[src/rtl/id_ex_skid_pkg.sv]
// Shared ALU control codes and the control-code width for the ID/EX boundary.
// Latency: n/a (constants only).
// Backpressure: n/a.
package id_ex_skid_pkg;

    // Width of every ALU_* control code; id_ex_skid's CTRL_W must match it.
    localparam int ALU_CODE_W = 3;

    localparam logic [ALU_CODE_W-1:0] ALU_AND = 3'b000;
    localparam logic [ALU_CODE_W-1:0] ALU_OR  = 3'b001;
    localparam logic [ALU_CODE_W-1:0] ALU_ADD = 3'b010;
    localparam logic [ALU_CODE_W-1:0] ALU_MUL = 3'b011;
    localparam logic [ALU_CODE_W-1:0] ALU_SUB = 3'b110;
    localparam logic [ALU_CODE_W-1:0] ALU_SLT = 3'b111;

endpackage

[src/rtl/id_ex_skid.sv]
// ID/EX pipeline boundary: two-entry skid buffer (main + skid register) feeding the ALU.
// Latency: one cycle from in-fire to valid_o; one payload per cycle while ready_i stays high.
// Backpressure: absorbs one extra payload after ready_i drops; ready_o is taken from state only.
//
// Ports:
//   clk_i, rst_i (sync, active-high), flush_i (sync squash of held entries)
//   upstream  : valid_i, ready_o, data1_i, data2_i, ALUCtrl_i, RdAddr_i, RegWrite_i
//   downstream: valid_o, ready_i, data1_o, data2_o, ALUCtrl_o, RdAddr_o, RegWrite_o
module id_ex_skid
    import id_ex_skid_pkg::*;
#(
    parameter int DATA_W = 32,
    parameter int CTRL_W = id_ex_skid_pkg::ALU_CODE_W
) (
    input  logic              clk_i,
    input  logic              rst_i,
    input  logic              flush_i,

    input  logic              valid_i,
    output logic              ready_o,
    input  logic [DATA_W-1:0] data1_i,
    input  logic [DATA_W-1:0] data2_i,
    input  logic [CTRL_W-1:0] ALUCtrl_i,
    input  logic [4:0]        RdAddr_i,
    input  logic              RegWrite_i,

    output logic              valid_o,
    input  logic              ready_i,
    output logic [DATA_W-1:0] data1_o,
    output logic [DATA_W-1:0] data2_o,
    output logic [CTRL_W-1:0] ALUCtrl_o,
    output logic [4:0]        RdAddr_o,
    output logic              RegWrite_o
);

    typedef struct packed {
        logic [DATA_W-1:0] data1;
        logic [DATA_W-1:0] data2;
        logic [CTRL_W-1:0] alu_ctrl;
        logic [4:0]        rd_addr;
        logic              reg_write;
    } payload_t;

    typedef enum logic [1:0] {
        EMPTY = 2'd0,
        ONE   = 2'd1,
        FULL  = 2'd2
    } state_t;

    state_t   state;
    payload_t main_q;
    payload_t skid_q;
    payload_t in_dat;
    logic     in_fire;
    logic     out_fire;

    assign in_dat = '{data1:     data1_i,
                      data2:     data2_i,
                      alu_ctrl:  ALUCtrl_i,
                      rd_addr:   RdAddr_i,
                      reg_write: RegWrite_i};

    // Both handshake flags come straight from the state register, so neither
    // ready_o nor valid_o has a combinational path from the other side.
    assign valid_o  = (state != EMPTY);
    assign ready_o  = (state != FULL);
    assign in_fire  = valid_i && ready_o;
    assign out_fire = valid_o && ready_i;

    always_ff @(posedge clk_i) begin
        if (rst_i) begin
            state  <= EMPTY;
            main_q <= '0;
            skid_q <= '0;
        end else if (flush_i) begin
            // Payload registers keep their contents; only validity is squashed.
            state <= EMPTY;
        end else begin
            case (state)
                EMPTY: begin
                    if (in_fire) begin
                        main_q <= in_dat;
                        state  <= ONE;
                    end
                end
                ONE: begin
                    if (in_fire && out_fire) begin
                        main_q <= in_dat;
                    end else if (in_fire) begin
                        // Main is stalled, so the newer payload parks behind it.
                        skid_q <= in_dat;
                        state  <= FULL;
                    end else if (out_fire) begin
                        state <= EMPTY;
                    end
                end
                FULL: begin
                    if (out_fire) begin
                        main_q <= skid_q;
                        state  <= ONE;
                    end
                end
                default: state <= EMPTY;
            endcase
        end
    end

    assign data1_o    = main_q.data1;
    assign data2_o    = main_q.data2;
    assign ALUCtrl_o  = main_q.alu_ctrl;
    assign RdAddr_o   = main_q.rd_addr;
    // A bubble must never write the register file even if main holds stale data.
    assign RegWrite_o = main_q.reg_write && valid_o;

endmodule
[config.mk]
export PLATFORM = sky130hd
export DESIGN_NAME = id_ex_skid
export DESIGN_NICKNAME = d
export VERILOG_FILES = /design/src/rtl/id_ex_skid_pkg.sv /design/src/rtl/id_ex_skid.sv
export SDC_FILE = /design/constraint.sdc
export NUM_CORES = 1
export LEC_CHECK = 0
export CORE_ASPECT_RATIO = 1.75
export CORE_MARGIN = 10
export CORE_UTILIZATION = 56
export DETAILED_ROUTE_END_ITERATION = 7
export PLACE_DENSITY = 0.86
export SETUP_SLACK_MARGIN = 0.3
export SLEW_MARGIN = 20
export SYNTH_ARGS = -nofsm -noshare
export SYNTH_HDL_FRONTEND = slang
export SYNTH_SLANG_ARGS = --single-unit
[constraint.sdc]
create_clock -name clk_i -period 3.5 [get_ports clk_i]
set_clock_uncertainty 0.15 [all_clocks]
set_input_delay 1.05 -clock clk_i [delete_from_list [all_inputs] [get_ports clk_i]]
set_output_delay 1.05 -clock clk_i [all_outputs]
set_load 0.01 [all_outputs]
* After elaboration in Yosys (flattened, before gate mapping)
Cells that the tools add are included.
** Cells by class
- Mux-type cells :: 10
- Reductions and logical operators :: 11
- Equal/unequal tests :: 8
- Bitwise gates (word level) :: 2
** Operators with widths (count)
- $mux W73 :: 3
- $pmux W73 S3 :: 1
- $mux W2 :: 5
- $ne A2 B2 Y1 const B :: 5
- $reduce_and A4 Y1 :: 2
- $pmux W2 S3 :: 1
- $reduce_and A5 Y1 :: 1
- $logic_and A1 B1 Y1 :: 4
- $ne A3 B3 Y1 const B :: 1
- $reduce_bool A3 Y1 :: 1
- $eq A2 B1 Y1 const B :: 1
- $eq A2 B2 Y1 const B :: 1
- $logic_not A2 Y1 :: 1
- $not A1 Y1 :: 2
- $reduce_bool A2 Y1 :: 1
- $reduce_or A2 Y1 :: 1
** Storage, ports and cells
- Bits of input ports :: 78
- Word-level logic and storage cells :: 42
- Register bits :: 148

* Logic depth before layout (Yosys ltp)
- Depth after elaboration :: 6
- Mapped depth :: 6
- Depth with buffers taken out :: 4

* Least setup slack after synthesis
Ideal clock, no wire load.
- Kind :: input to register
- From :: input ready_i
- To :: register skid_q[52] (netlist bit)
- Arrival :: 1.960 ns
- Path buffers :: 2
- Setup slack :: 1.258 ns
- Cell stages on the path :: 6
- Cells stage by stage :: nand2b_4 > or3_1 > buf_2 > buf_2 > nand2_1 > a21oi_1
** Between the ends
- Word-level cells in the longest chain between the ends :: 4
** Ends and longest elaborated chain
- start, declared :: RTL line id_ex_skid.sv:28 : input logic ready_i,
- $logic_and A1 B1 Y1 :: RTL line id_ex_skid.sv:68 : assign out_fire = valid_o && ready_i;
- $logic_and A1 B1 Y1 :: RTL line id_ex_skid.sv:87 : if (in_fire && out_fire) begin
- $not A1 Y1 (no line)
- $reduce_and A4 Y1 (no line)
- end signal, assigned :: RTL line id_ex_skid.sv:91 : skid_q <= in_dat;
- end, declared :: RTL line id_ex_skid.sv:52 : payload_t skid_q;
Every way passes these cells.
A chain may end at the register's enable or synchronous reset.

* Worst setup path in the final report
- From :: register state[1]
- To :: output RegWrite_o
** Between the ends
- Word-level cells in the longest chain between the ends :: 2
** Ends and longest elaborated chain
- start, declared :: RTL line id_ex_skid.sv:50 : state_t state;
- start signal, assigned :: RTL line id_ex_skid.sv:72 : state <= EMPTY;
- start signal, assigned :: RTL line id_ex_skid.sv:77 : state <= EMPTY;
- start signal, assigned :: RTL line id_ex_skid.sv:83 : state <= ONE;
- $reduce_bool A2 Y1 :: RTL line id_ex_skid.sv:65 : assign valid_o = (state != EMPTY);
- $logic_and A1 B1 Y1 :: RTL line id_ex_skid.sv:113 : assign RegWrite_o = main_q.reg_write && valid_o;
- end, declared :: RTL line id_ex_skid.sv:33 : output logic RegWrite_o
Every way passes these cells.

==> qor.txt <==
max-slew violation count = 0
FF-to-FF path depth = 5
Rows = 56
switch share = 0.2399
worst slew pin tran = 0.9072 ns
worst path arrival time = 1.78 ns
Synth area leaders = dfxtp_1 39%, o41ai_2 10%, mux2i_1 9.6%
Nets = 942
Synth Instances = 828
Mapped Nets = 906
peak supply drop = 0.3868 mV
post-route ant nets = 0
Slowest cell on crit path = clkdlybuf4s50_1
CP Launch Point = state[1]$_SDFFE_PP0P_
final WL = 18.21 mm
Netlist cell types = 28
CP required = 2.30 ns
hold_buf cts = 0
capturing point of the worst reg2reg path = data1_o[3]$_SDFFE_PP0P_
Critical Path Start Type = register
total gr overflow = 0
htree depth = 4
Reg-to-Reg Start = state[0]$_SDFFE_PP0P_
Post-synth top flop = dfxtp_1
clk slew on worst S/H paths = 0.06 ns
post-synth top area share = 0.3895
Peak Freq = 0.3356 GHz
fin cells = 1052
kind of critical path = register to output port
post-route total power = 4.239 mW
Clock power frac = 0.469
Layout fillers = 1031
largest net degree at the start of global routing = 91
Port-buffer cells = 152
Synth Area per Inst = 9.188 um^2
via/cell ratio = 5.548
switching pwr = 1.017 mW
Yosys warnings = 0
vias in the first global route = 5684
Commonest cells post-synth = 148 x dfxtp_1, 148 x nand2_1, 75 x buf_4
share of power burned in registers = 0.416
Pre-Repair DR Iteration Count = 5
dpl cells = 1019
Clock Tree Root = clkbuf_16
CTS tree = done
final setup vio count = 0
initial antenna violation count = 1
die footprint = 18830 um^2
Routability Congestion = 0.7403
combinational cell fraction of total power = 0.115
drt drc = 0
min-delay src = skid_q[6]$_SDFFE_PP0P_
Clock Tree Buf Depth = 2
first-pass GRT wire length = 28.75 mm
area leader, netlist = dfxtp_1
number of synthesized flops with an enable pin = 0
cell-internal power = 3.222 mW
post-CTS setup buffer count = 0
Initial Util = 0.5684
Die W = 108.1 um
Crit. End Element = output port
crit-path cells = or2_2 -> and2_1 -> clkdlybuf4s50_1
max cap viols = 0
Tcrit/Tclk final = 0.8514
total CTS buffers = 17
synthesized area = 7607 um^2
Worst Hold Path EP = skid_q[6]$_SDFFE_PP0P_
layout cells sized above 1 = 0.1209
I/O Pins = 153
Skew-Pair Late Insertion Delay = 0.42 ns
core area = 13380 um^2
Synth-to-Final Area Change = 20.30%
status = finished clean
Global Route Usage Sum = 0.1875
Register-to-Register Setup Slack = 0.89 ns
Starting DRT DRC Count = 278
vias post-DR = 5836
wire per inst = 17.31 um
# clock sinks = 148
Worst Slack Setup Final = 0.5201 ns
Pwr Density = 463.2 nW/um^2
setup TNS = 0 ns
Max-slew headroom = 0.3952
final-report hold violation count = 0
Hold Crit Class = register to register
register area share after synthesis = 0.3895
chip height = 174.2 um
fin crit period = 2.980 ns
Slowest Stage Delay on Critical Path = 0.48 ns
Max FO, Critical Path = 7
RSZ-0062 raised after global routing = no
Post-CTS Resized = 0
post-synthesis register bit count = 148
Hold Path Stages = 2
pre-CTS setup slack = 0.4882 ns
FFs w/ async S/R, synth = 0
leakage power = 3.771 nW
detailed placement HPWL = 11.53 mm
state kept, by name (all words and copies together) (netlist names):
name       flops
skid_q        73
data1_o       32
data2_o       32
RdAddr_o       5
ALUCtrl_o      3
state          2
main_q         1
worst max-delay path: cells and delay by family, from the launching register on:
family	cells	cell delay, ns
and+or+nand+nor	2	0.52
buffers and inverters	1	0.48
DFF	1	0.38
power groups by stage:
stage          logic (mW)  clock network (mW)  registers [mW]
3_5_place_dp        0.488                   0            1.80
6_report            0.489                1.99            1.76
2_1_floorplan       0.311                   0            1.79
5_1_grt             0.525                2.08            1.77
3_3_place_gp        0.480                   0            1.80
4_1_cts             0.492                2.01            1.76
per-layer routing:
| layer | wire length [um] | global-route usage |
|---|---|---|
| met1 | 7406 | 0.2101 |
| met2 | 9090 | 0.3104 |
| met3 | 1092 | 0.05667 |
| met4 | 625 | 0.09340 |
| met5 | 0 | 0 |
through the flow:
step	hold WS [ns]	cell area [um^2]	util
finish	0.3022	9151	0.6838
global route	0.3197	9151	0.6838
CTS	0.3040	9149	0.6836
detailed placement	0.2956	8499	0.6351
global placement	0.2901	8499	0.6351
floorplan	0.2857	7607	-
layout make-up:
| type | instances | area [um^2] | share of cell area |
|---|---|---|---|
| antenna | 1 | 2.502 | 0.0002734 |
| sequential | 148 | 2963 | 0.3238 |
| clock inverter | 13 | 196.4 | 0.02147 |
| timing repair buffer | 169 | 1702 | 0.1859 |
| clock buffer | 19 | 452.9 | 0.04949 |
| tap | 174 | 217.7 | 0.02379 |
| multi-input combinational | 528 | 3617 | 0.3953 |
logic make-up (layout without fill, tap and decap cells):
kind of cell | Yosys count | count (layout) | synth area share
AOI/OAI and AO/OA | 224 | 224 | 0.2334
buffers and inverters | 152 | 201 | 0.1372
DFF | 148 | 148 | 0.3895
muxes | 73 | 73 | 0.09605
other | 0 | 1 | 0
and+or+nand+nor | 231 | 231 | 0.1439
layout by cell type (no fill, tap or decap), types with 2 or more instances in the layout:
| master | netlist | layout |
|---|---|---|
| a21oi_1 | 74 | 74 |
| buf_12 | 6 | 4 |
| buf_4 | 75 | 13 |
| buf_6 | 8 | 2 |
| bufinv_16 | 0 | 4 |
| clkbuf_16 | 0 | 17 |
| clkbuf_8 | 0 | 2 |
| clkdlybuf4s50_1 | 0 | 150 |
| clkinvlp_4 | 0 | 4 |
| dfxtp_1 | 148 | 148 |
| inv_6 | 0 | 3 |
| mux2i_1 | 73 | 73 |
| nand2_1 | 148 | 148 |
| nand2b_4 | 1 | 2 |
| nor2b_1 | 73 | 73 |
| o21ai_0 | 46 | 46 |
| o21ai_1 | 27 | 27 |
| o41ai_1 | 25 | 25 |
| o41ai_2 | 48 | 48 |
worst max path at each step:
stage,to,slack (ns),cells past startpoint
after global placement,skid_q[43]$_SDFFE_PP0P_,0.53,6
after detailed placement,skid_q[31]$_SDFFE_PP0P_,0.49,6
after CTS,RegWrite_o,0.50,3
after floorplan,skid_q[52]$_SDFFE_PP0P_,1.26,6
after global routing,RegWrite_o,0.46,3
final,RegWrite_o,0.52,3
Note: power is estimated with default switching activity, not from simulation.
